===== config.mk =====
export PLATFORM = sky130hd
export DESIGN_NAME = ram_arbiter
export DESIGN_NICKNAME = d
export VERILOG_FILES = /design/src/rtl/ram_arbiter.sv
export SDC_FILE = /design/constraint.sdc
export NUM_CORES = 1
export LEC_CHECK = 0
export CORE_MARGIN = 8
export CORE_UTILIZATION = 24
export DETAILED_ROUTE_END_ITERATION = 8
export HOLD_SLACK_MARGIN = 0.1
export PLACE_DENSITY_LB_ADDON = 0.3
export SLEW_MARGIN = 15
export SYNTH_ARGS = -nofsm -noshare
export SYNTH_HDL_FRONTEND = slang
export SYNTH_SLANG_ARGS = --single-unit

===== constraint.sdc =====
create_clock -name clk -period 2 [get_ports clk]
set_input_delay 0.4 -clock clk [delete_from_list [all_inputs] [get_ports clk]]
set_output_delay 0.4 -clock clk [all_outputs]
set_load 0.1 [all_outputs]

===== src/rtl/ram_arbiter.sv =====
// ram_arbiter: two-requester arbiter in front of a single-port-style RAM
// with registered (one-cycle) read data.
//
// Ports
//   clk, reset                   clock, synchronous active-high reset
//   reqN, lockN, weN             requester N: access request, keep ownership, write
//   addrN, wdataN                requester N: address and write data
//   gntN                         combinational accept for requester N
//   rvalidN, rdataN              read return for requester N, one cycle after grant
//   ram_read_address,
//   ram_write_address, ram_write,
//   ram_din, ram_dout            RAM side; ram_dout has one-cycle read latency
//
// Arbitration: IDLE round-robins on ties using the last-served pointer.
// A locked grant moves to OWNx, where only x is served until x drops lock,
// drops req, or the burst counter reaches max_burst.

// Per-requester read-return tracker: delays "read issued" by STAGES cycles.
module ram_arbiter_lane #(
  parameter int STAGES = 1
) (
  input  logic clk,
  input  logic reset,
  input  logic issue,
  output logic rvalid
);
  logic [STAGES:1] vld_q;
  logic [STAGES:0] vld_pipe;

  assign vld_pipe = {vld_q, issue};

  always_ff @(posedge clk) begin
    if (reset) vld_q <= '0;
    else       vld_q <= vld_pipe[STAGES-1:0];
  end

  // Masked by reset so a return already in flight is hidden in the reset cycle.
  assign rvalid = vld_pipe[STAGES] & ~reset;
endmodule

module ram_arbiter #(
  parameter int data_width = 32,
  parameter int addr_width = 4,
  parameter int max_burst  = 4
) (
  input  logic                  clk,
  input  logic                  reset,
  input  logic                  req0,
  input  logic                  lock0,
  input  logic                  we0,
  input  logic [addr_width-1:0] addr0,
  input  logic [data_width-1:0] wdata0,
  input  logic                  req1,
  input  logic                  lock1,
  input  logic                  we1,
  input  logic [addr_width-1:0] addr1,
  input  logic [data_width-1:0] wdata1,
  output logic                  gnt0,
  output logic                  gnt1,
  output logic                  rvalid0,
  output logic                  rvalid1,
  output logic [data_width-1:0] rdata0,
  output logic [data_width-1:0] rdata1,
  output logic [addr_width-1:0] ram_read_address,
  output logic [addr_width-1:0] ram_write_address,
  output logic                  ram_write,
  output logic [data_width-1:0] ram_din,
  input  logic [data_width-1:0] ram_dout
);
  localparam int NUM_LANES = 2;

  localparam logic [1:0] IDLE = 2'd0;
  localparam logic [1:0] OWN0 = 2'd1;
  localparam logic [1:0] OWN1 = 2'd2;

  localparam logic [3:0] BURST_MAX = 4'(max_burst);
  // With a burst of one, a lock can never extend ownership.
  localparam bit         LOCK_EN   = (max_burst > 1);

  logic [1:0] state, state_nxt;
  logic [3:0] cnt, cnt_nxt, cnt_inc;
  logic       last, last_nxt;

  logic [NUM_LANES-1:0]                 req_v, lock_v, we_v, gnt_v, rvalid_v;
  logic [NUM_LANES-1:0][addr_width-1:0] addr_v;
  logic [NUM_LANES-1:0][data_width-1:0] wdata_v;

  logic gid;      // id selected this cycle (meaningful only with any_gnt)
  logic any_gnt;

  assign req_v   = {req1, req0};
  assign lock_v  = {lock1, lock0};
  assign we_v    = {we1, we0};
  assign addr_v  = {addr1, addr0};
  assign wdata_v = {wdata1, wdata0};

  // Grant selection
  always_comb begin
    gnt_v = '0;
    gid   = 1'b0;
    if (!reset) begin
      case (state)
        IDLE: begin
          // Tie goes to the requester that was not served last.
          gid        = (&req_v) ? ~last : req_v[1];
          gnt_v[gid] = |req_v;
        end
        OWN0: begin
          gid      = 1'b0;
          gnt_v[0] = req_v[0];
        end
        OWN1: begin
          gid      = 1'b1;
          gnt_v[1] = req_v[1];
        end
        default: gnt_v = '0;
      endcase
    end
  end

  assign any_gnt = |gnt_v;
  assign cnt_inc = cnt + 4'd1;

  // Ownership / burst bookkeeping
  always_comb begin
    state_nxt = state;
    cnt_nxt   = cnt;
    last_nxt  = last;
    case (state)
      IDLE: begin
        if (any_gnt) begin
          last_nxt = gid;
          if (LOCK_EN && lock_v[gid]) begin
            state_nxt = gid ? OWN1 : OWN0;
            cnt_nxt   = 4'd1;
          end
        end
      end
      OWN0, OWN1: begin
        if (any_gnt) begin
          last_nxt = gid;
          if (!lock_v[gid] || cnt_inc == BURST_MAX) begin
            state_nxt = IDLE;
            cnt_nxt   = 4'd0;
          end else begin
            cnt_nxt   = cnt_inc;
          end
        end else begin
          // Owner went quiet: release without a grant.
          state_nxt = IDLE;
          cnt_nxt   = 4'd0;
        end
      end
      default: begin
        state_nxt = IDLE;
        cnt_nxt   = 4'd0;
      end
    endcase
  end

  always_ff @(posedge clk) begin
    if (reset) begin
      state <= IDLE;
      cnt   <= 4'd0;
      last  <= 1'b1;
    end else begin
      state <= state_nxt;
      cnt   <= cnt_nxt;
      last  <= last_nxt;
    end
  end

  // RAM port: granted requester drives everything, otherwise all zero.
  assign ram_write         = any_gnt & we_v[gid];
  assign ram_read_address  = any_gnt ? addr_v[gid]  : '0;
  assign ram_write_address = any_gnt ? addr_v[gid]  : '0;
  assign ram_din           = any_gnt ? wdata_v[gid] : '0;

  // Read returns
  for (genvar i = 0; i < NUM_LANES; i++) begin : g_lane
    ram_arbiter_lane #(.STAGES(1)) u_lane (
      .clk    (clk),
      .reset  (reset),
      .issue  (gnt_v[i] & ~we_v[i]),
      .rvalid (rvalid_v[i])
    );
  end

  assign gnt0    = gnt_v[0];
  assign gnt1    = gnt_v[1];
  assign rvalid0 = rvalid_v[0];
  assign rvalid1 = rvalid_v[1];
  assign rdata0  = ram_dout;
  assign rdata1  = ram_dout;
endmodule


Word level (Yosys, flattened, before mapping)
Cells that the tools add are included.

Register bits: 9. Bits in latches: 0. RAM bits: 0. Memory bits (read-only): 0. Input bits: 112. Logic and storage cells: 66. Memories kept: 0.

Add/sub/neg operators: 1. Multiply operators: 0. Div/mod/pow operators: 0. $lt $le $gt $ge: 3. Equality and inequality tests: 6. Shifts and indexed selects: 0. Multiplexer cells: 29. Bitwise logic cells: 10. Reduce and logical (&&, ||, !) cells: 12.

Operator list (number): $mux W32 (3); $mux W4 (7); $mux W2 (6); $pmux W4 S2 (1); $mux W1 (7); $pmux W1 S2 (3); $reduce_and A2 Y1 (3); $reduce_or A2 Y1 (3); $and A1 B1 Y1 (5); $add A4 B1 Y4 const B (1); $eq A4 B3 Y1 const B (1); $lt A1 B2 Y1 const B (2); $ne A2 B2 Y1 const B (2); $not A1 Y1 (4); $pmux W2 S2 (1); $ne A3 B3 Y1 const B (1); $reduce_and A3 Y1 (1); $reduce_or A3 Y1 (1); $and A2 B2 Y2 (1); $eq A2 B1 Y1 const B (1); $eq A2 B2 Y1 const B (1); $logic_not A2 Y1 (1); $demux W1 S1 (1); $ge A1 B1 Y1 const B (1); other kinds (3) (3).

Longest topological paths before layout
Word-level depth: 12. Depth in mapped cells: 9.

Cells and area by module
A second synthesis with hierarchy kept.

Cells, all modules: 268. Area, all modules: 1730.4 um2.

By module, submodules not included: ram_arbiter (instances 1, cells an instance 262, area an instance 1665.3 um2); ram_arbiter_lane (instances 2, cells an instance 3, area an instance 32.5 um2).

Worst setup path before layout
OpenSTA, ideal clock, no wires.

Path type: reg2out. Start: register state[0]. End: output port ram_write_address[0]. Arrival: 3.417 ns. Data required time: 1.600 ns. Path slack: -1.817 ns. Stages on the path, launching flop included: 10. Cell sequence: dfxtp_1 -> inv_1 -> ha_1 -> buf_6 -> a31oi_4 -> or2_1 -> buf_4 -> nand2_1 -> a21oi_1 -> buf_4.

Longest elaborated chain between the ends: 6. Elaborated cells between the ends (all ways): 12. Those cells by class: eq/ne: 2; mux: 8; reduce/logical: 2.

RTL lines: start, declared (RTL line 80) `logic [1:0] state, state_nxt;`; start signal, assigned (RTL line 167) `state <= state_nxt;`; $eq A2 B2 Y1 or $logic_not A2 Y1 (tied branches) (RTL line 102) `case (state)`; $pmux W1 S2 (RTL line 102); $mux W1 (RTL line 101) `if (!reset) begin`; $mux W4 (2 in series); $mux W4 (*); end, declared (RTL line 65) `output logic [addr_width-1:0] ram_write_address,`.

Every way passes the cells marked *; elsewhere a longest branch is shown, timed or not. The select of a mux whose other input is x is not followed.

Worst setup path in the final report
Start: register state[1]. End: output port ram_read_address[3].

Longest elaborated chain between the ends: 6. Elaborated cells between the ends (all ways): 12. Those cells by class: eq/ne: 2; mux: 8; reduce/logical: 2.

RTL lines: $eq A2 B2 Y1 or $logic_not A2 Y1 (tied branches) (RTL line 102); $pmux W1 S2 (RTL line 102); $mux W1 (RTL line 101); $mux W4 (implied by the code) (2 in series) (RTL line 175) `assign ram_read_address = any_gnt ? addr_v[gid] : '0;`; $mux W4 (*) (RTL line 175); end, declared (RTL line 64) `output logic [addr_width-1:0] ram_read_address,`.

Marked as above.

==> out/metrics.cfg <==
[synthesis]
synth.ff_latch_count = 9
proportion_of_synthesized_chip_area_in_sequential_cells = 0.1044
yosys.cell_types.count = 35
ys.warnings.count = 0
synth_edf_count = 0
combined_area_of_all_synthesized_cells_um2 = 1725
synth_top_flop_cell = dfxtp_1
mappedNetlistNets = 392
syn-instance-count = 274
synthesized_area_per_cell_um2 = 6.297
asyncSetResetFlopFracSynth = 0

[grt]
grt_first_pass_wirelength_um = 11180
grtUsageTotal = 0.1356
overflow = 0
vias_in_the_first_global_route = 2119
largest_net_degree_at_the_start_of_global_routing = 23
number_of_antenna_violations_at_the_first_check_in_global_routing = 0

[layout]
area.growth.synth_to_final_pct = 124.7
layout.cells.most_common_list = 76 x clkdlybuf4s50_1, 65 x nand2_1, 48 x buf_12
final_common_cell = clkdlybuf4s50_1
seqCellArea_um2 = 187.7
final_layout_size_suffix_gt1_frac = 0.4167
layout.cell_area.non_filler_um2 = 3876
fill_cells = 628
nets = 467
final_instance_count_without_filler_cells = 447
antennaDiodeCount = 0
multi_input_area_um2 = 1460

[cts]
clk_lat_worst_skew_ns = 0.23
ctsRootBufferMaster = clkbuf_8
cts-buffers-inserted = 3
tritoncts_num_sinks = 9
hold_buffers_post_cts = 0
tritoncts = built
cts.clk_slew.worst_paths_ns = 0.04
clk_path_buf_depth = 2
ctsHtreeMaxLevel = 1

[worst_setup_path]
path_buf_inv = 3
critical_path.top_delay_family = compound AO/OA/AOI/OAI gates
path_common_cell = buf_12
cp_data_required_time_ns = 1.60
critical_path.startpoint_type = register
critical_path_endpoint_category = output port
critPathMaxFanout = 7
cp_slowest_cell = dfxtp_4
worst_ep_arrival_time_ns = 1.94
criticalPathCategory = register to output port
crit_path_max_incr_delay_ns = 0.35
crit_path_cell_trace = inv_4 -> ha_4 -> nor2_2 -> a211o_1 -> o31a_4 -> buf_12 -> a21oi_4 -> buf_12

[sta]
timing.final.crit_share = 1.170
final_period_minus_worst_setup_slack_ns = 2.340
slew_violations = 0
worst_slew_pin_slew_ns = 0.3909
final_critical_path_setup_slack_ns = -0.3404
max_clock_freq_ghz = 0.4273
setup_viol_count_final = 43
final_hold_viol_count = 0
fin_skew_ns = 0.0006266
maxSlewHeadroom = 0.7391
unrepaired_setup_endpoints_after_global_routing = true

[routing]
drt_wl_total_um = 7331
final_antenna_net_count = 0
drc_errors = 0
vias = 2007
drt_first_iter_violations = 25
post_detailed_route_wirelength_per_cell_um = 16.40
vias_per_cell = 4.490
firstDrtPassIters = 4

[place]
dp_worst_setup_slack_ns = -0.4908
placedCellCount = 437
placement.io_buffers = 124
gp_congestion = 0.7836
postPlaceCellArea_um2 = 3641
dp.final_hpwl_um = 5782

[die]
num_rows = 31
boundaryPins = 221
core-area_um2 = 7098
chip_width_um = 100.8
initial_utilization = 0.2431
die-height_um = 100.8
design.die.area_um2 = 10160

[power_and_ir_drop]
power.total_mw = 2.313
cellLeakagePower_nw = 1.446
power_density_nw_per_um2 = 596.7
vdd.ir_drop.worst_mv = 0.4414

[status]
status = finished with violations
violations = negative setup slack

[run]
timing.max_cap.violations = 0

[worst_hold_path]
worstHoldPathType = register to register

synthesized netlist by cell type (3+ instances only):
| library cell | instances | share of area |
|---|---|---|
| a21oi_1 | 38 | 0.11 |
| buf_2 | 6 | 0.017 |
| buf_4 | 70 | 0.30 |
| clkbuf_1 | 4 | 0.0087 |
| dfxtp_1 | 9 | 0.10 |
| ha_1 | 6 | 0.044 |
| inv_1 | 10 | 0.022 |
| nand2_1 | 79 | 0.17 |
| nand3_1 | 5 | 0.015 |
| nand4_1 | 4 | 0.015 |
| nor2_1 | 8 | 0.017 |
| nor2_2 | 3 | 0.011 |
| nor2b_1 | 3 | 0.011 |
| nor3_1 | 3 | 0.0087 |
| o211ai_1 | 3 | 0.013 |
what timing repair did:
| item | 4_1_cts | 5_1_grt |
|---|---|---|
| gates cloned | 2 | 1 |
| resized for setup | 25 | 4 |
| pin swaps | 8 | 0 |
| setup buffers | 2 | 1 |
| endpoints found under the setup margin | 43 | 44 |
| hold endpoints to repair | 0 | 0 |
final timing paths:
kind                    endpoint  cells past startpoint     start  slack, ns
max reg2reg             state[1]                      8  state[1]       0.04
max          ram_read_address[3]                      8  state[1]      -0.34
min reg2reg               cnt[2]                      2    cnt[2]       0.55
min                       cnt[2]                      2    cnt[2]       0.55
worst reg2reg max path, stage by stage, from the launching register on:
cell and delay (ns):
dfxtp_4 0.35, inv_4 0.08, ha_4 0.16, a31oi_4 0.11, buf_4 0.16, buf_6 0.13, or4_4 0.52, nor4b_4 0.24
a311o_1 0.15
flip-flops by register name, summed over array words and instances (netlist names):
register	count
state	2
cnt	4
g_lane.u_lane.vld_q	2
last	1
per-layer routing:
layer	share of wire	wire length, µm	track usage	up-vias
li1	-	-	-	988
met5	0	0	0	-
met2	0.52	3835	0.2552	92
met4	0.0050	37	0.01512	0
met1	0.39	2863	0.1493	918
met3	0.081	595	0.03867	9
cells by family (layout without fill, tap and decap cells):
| kind of cell | after synthesis | in the layout | synth area share |
|---|---|---|---|
| AO/OA/AOI/OAI | 53 | 53 | 0.1929 |
| multiplexers | 1 | 1 | 0.005802 |
| AND/OR/NAND/NOR | 114 | 114 | 0.2944 |
| buffers and inverters | 91 | 165 | 0.3590 |
| flip-flops | 9 | 9 | 0.1044 |
| adder cells (fa/ha/maj) | 6 | 6 | 0.04351 |
stage by stage:
stage / util / setup TNS [ns] / hold slack (ns)
2_1_floorplan: - / -19.53 / 0.4724
3_3_place_gp: 0.5130 / -19.59 / 0.5264
3_5_place_dp: 0.5130 / -20.54 / 0.5415
4_1_cts: 0.5382 / -12.82 / 0.5493
5_1_grt: 0.5461 / -15.13 / 0.5595
6_report: 0.5461 / -12.48 / 0.5472
power by group:
group / internal (mW) / switching (mW) / total [mW]
clock network: 0.139 / 0.0707 / 0.209
registers: 0.193 / 0.0160 / 0.209
logic: 0.757 / 1.14 / 1.89
total: 1.09 / 1.22 / 2.31
final cells by class:
type	instances	share of cell area
Timing Repair Buffer	151	0.5194
Multi-Input combinational cell	174	0.3767
Sequential cell	9	0.04842
Tap cell	99	0.03196
Inverter	10	0.01194
Clock buffer	4	0.01162
No activity file was read; power rests on OpenSTA's default activity.
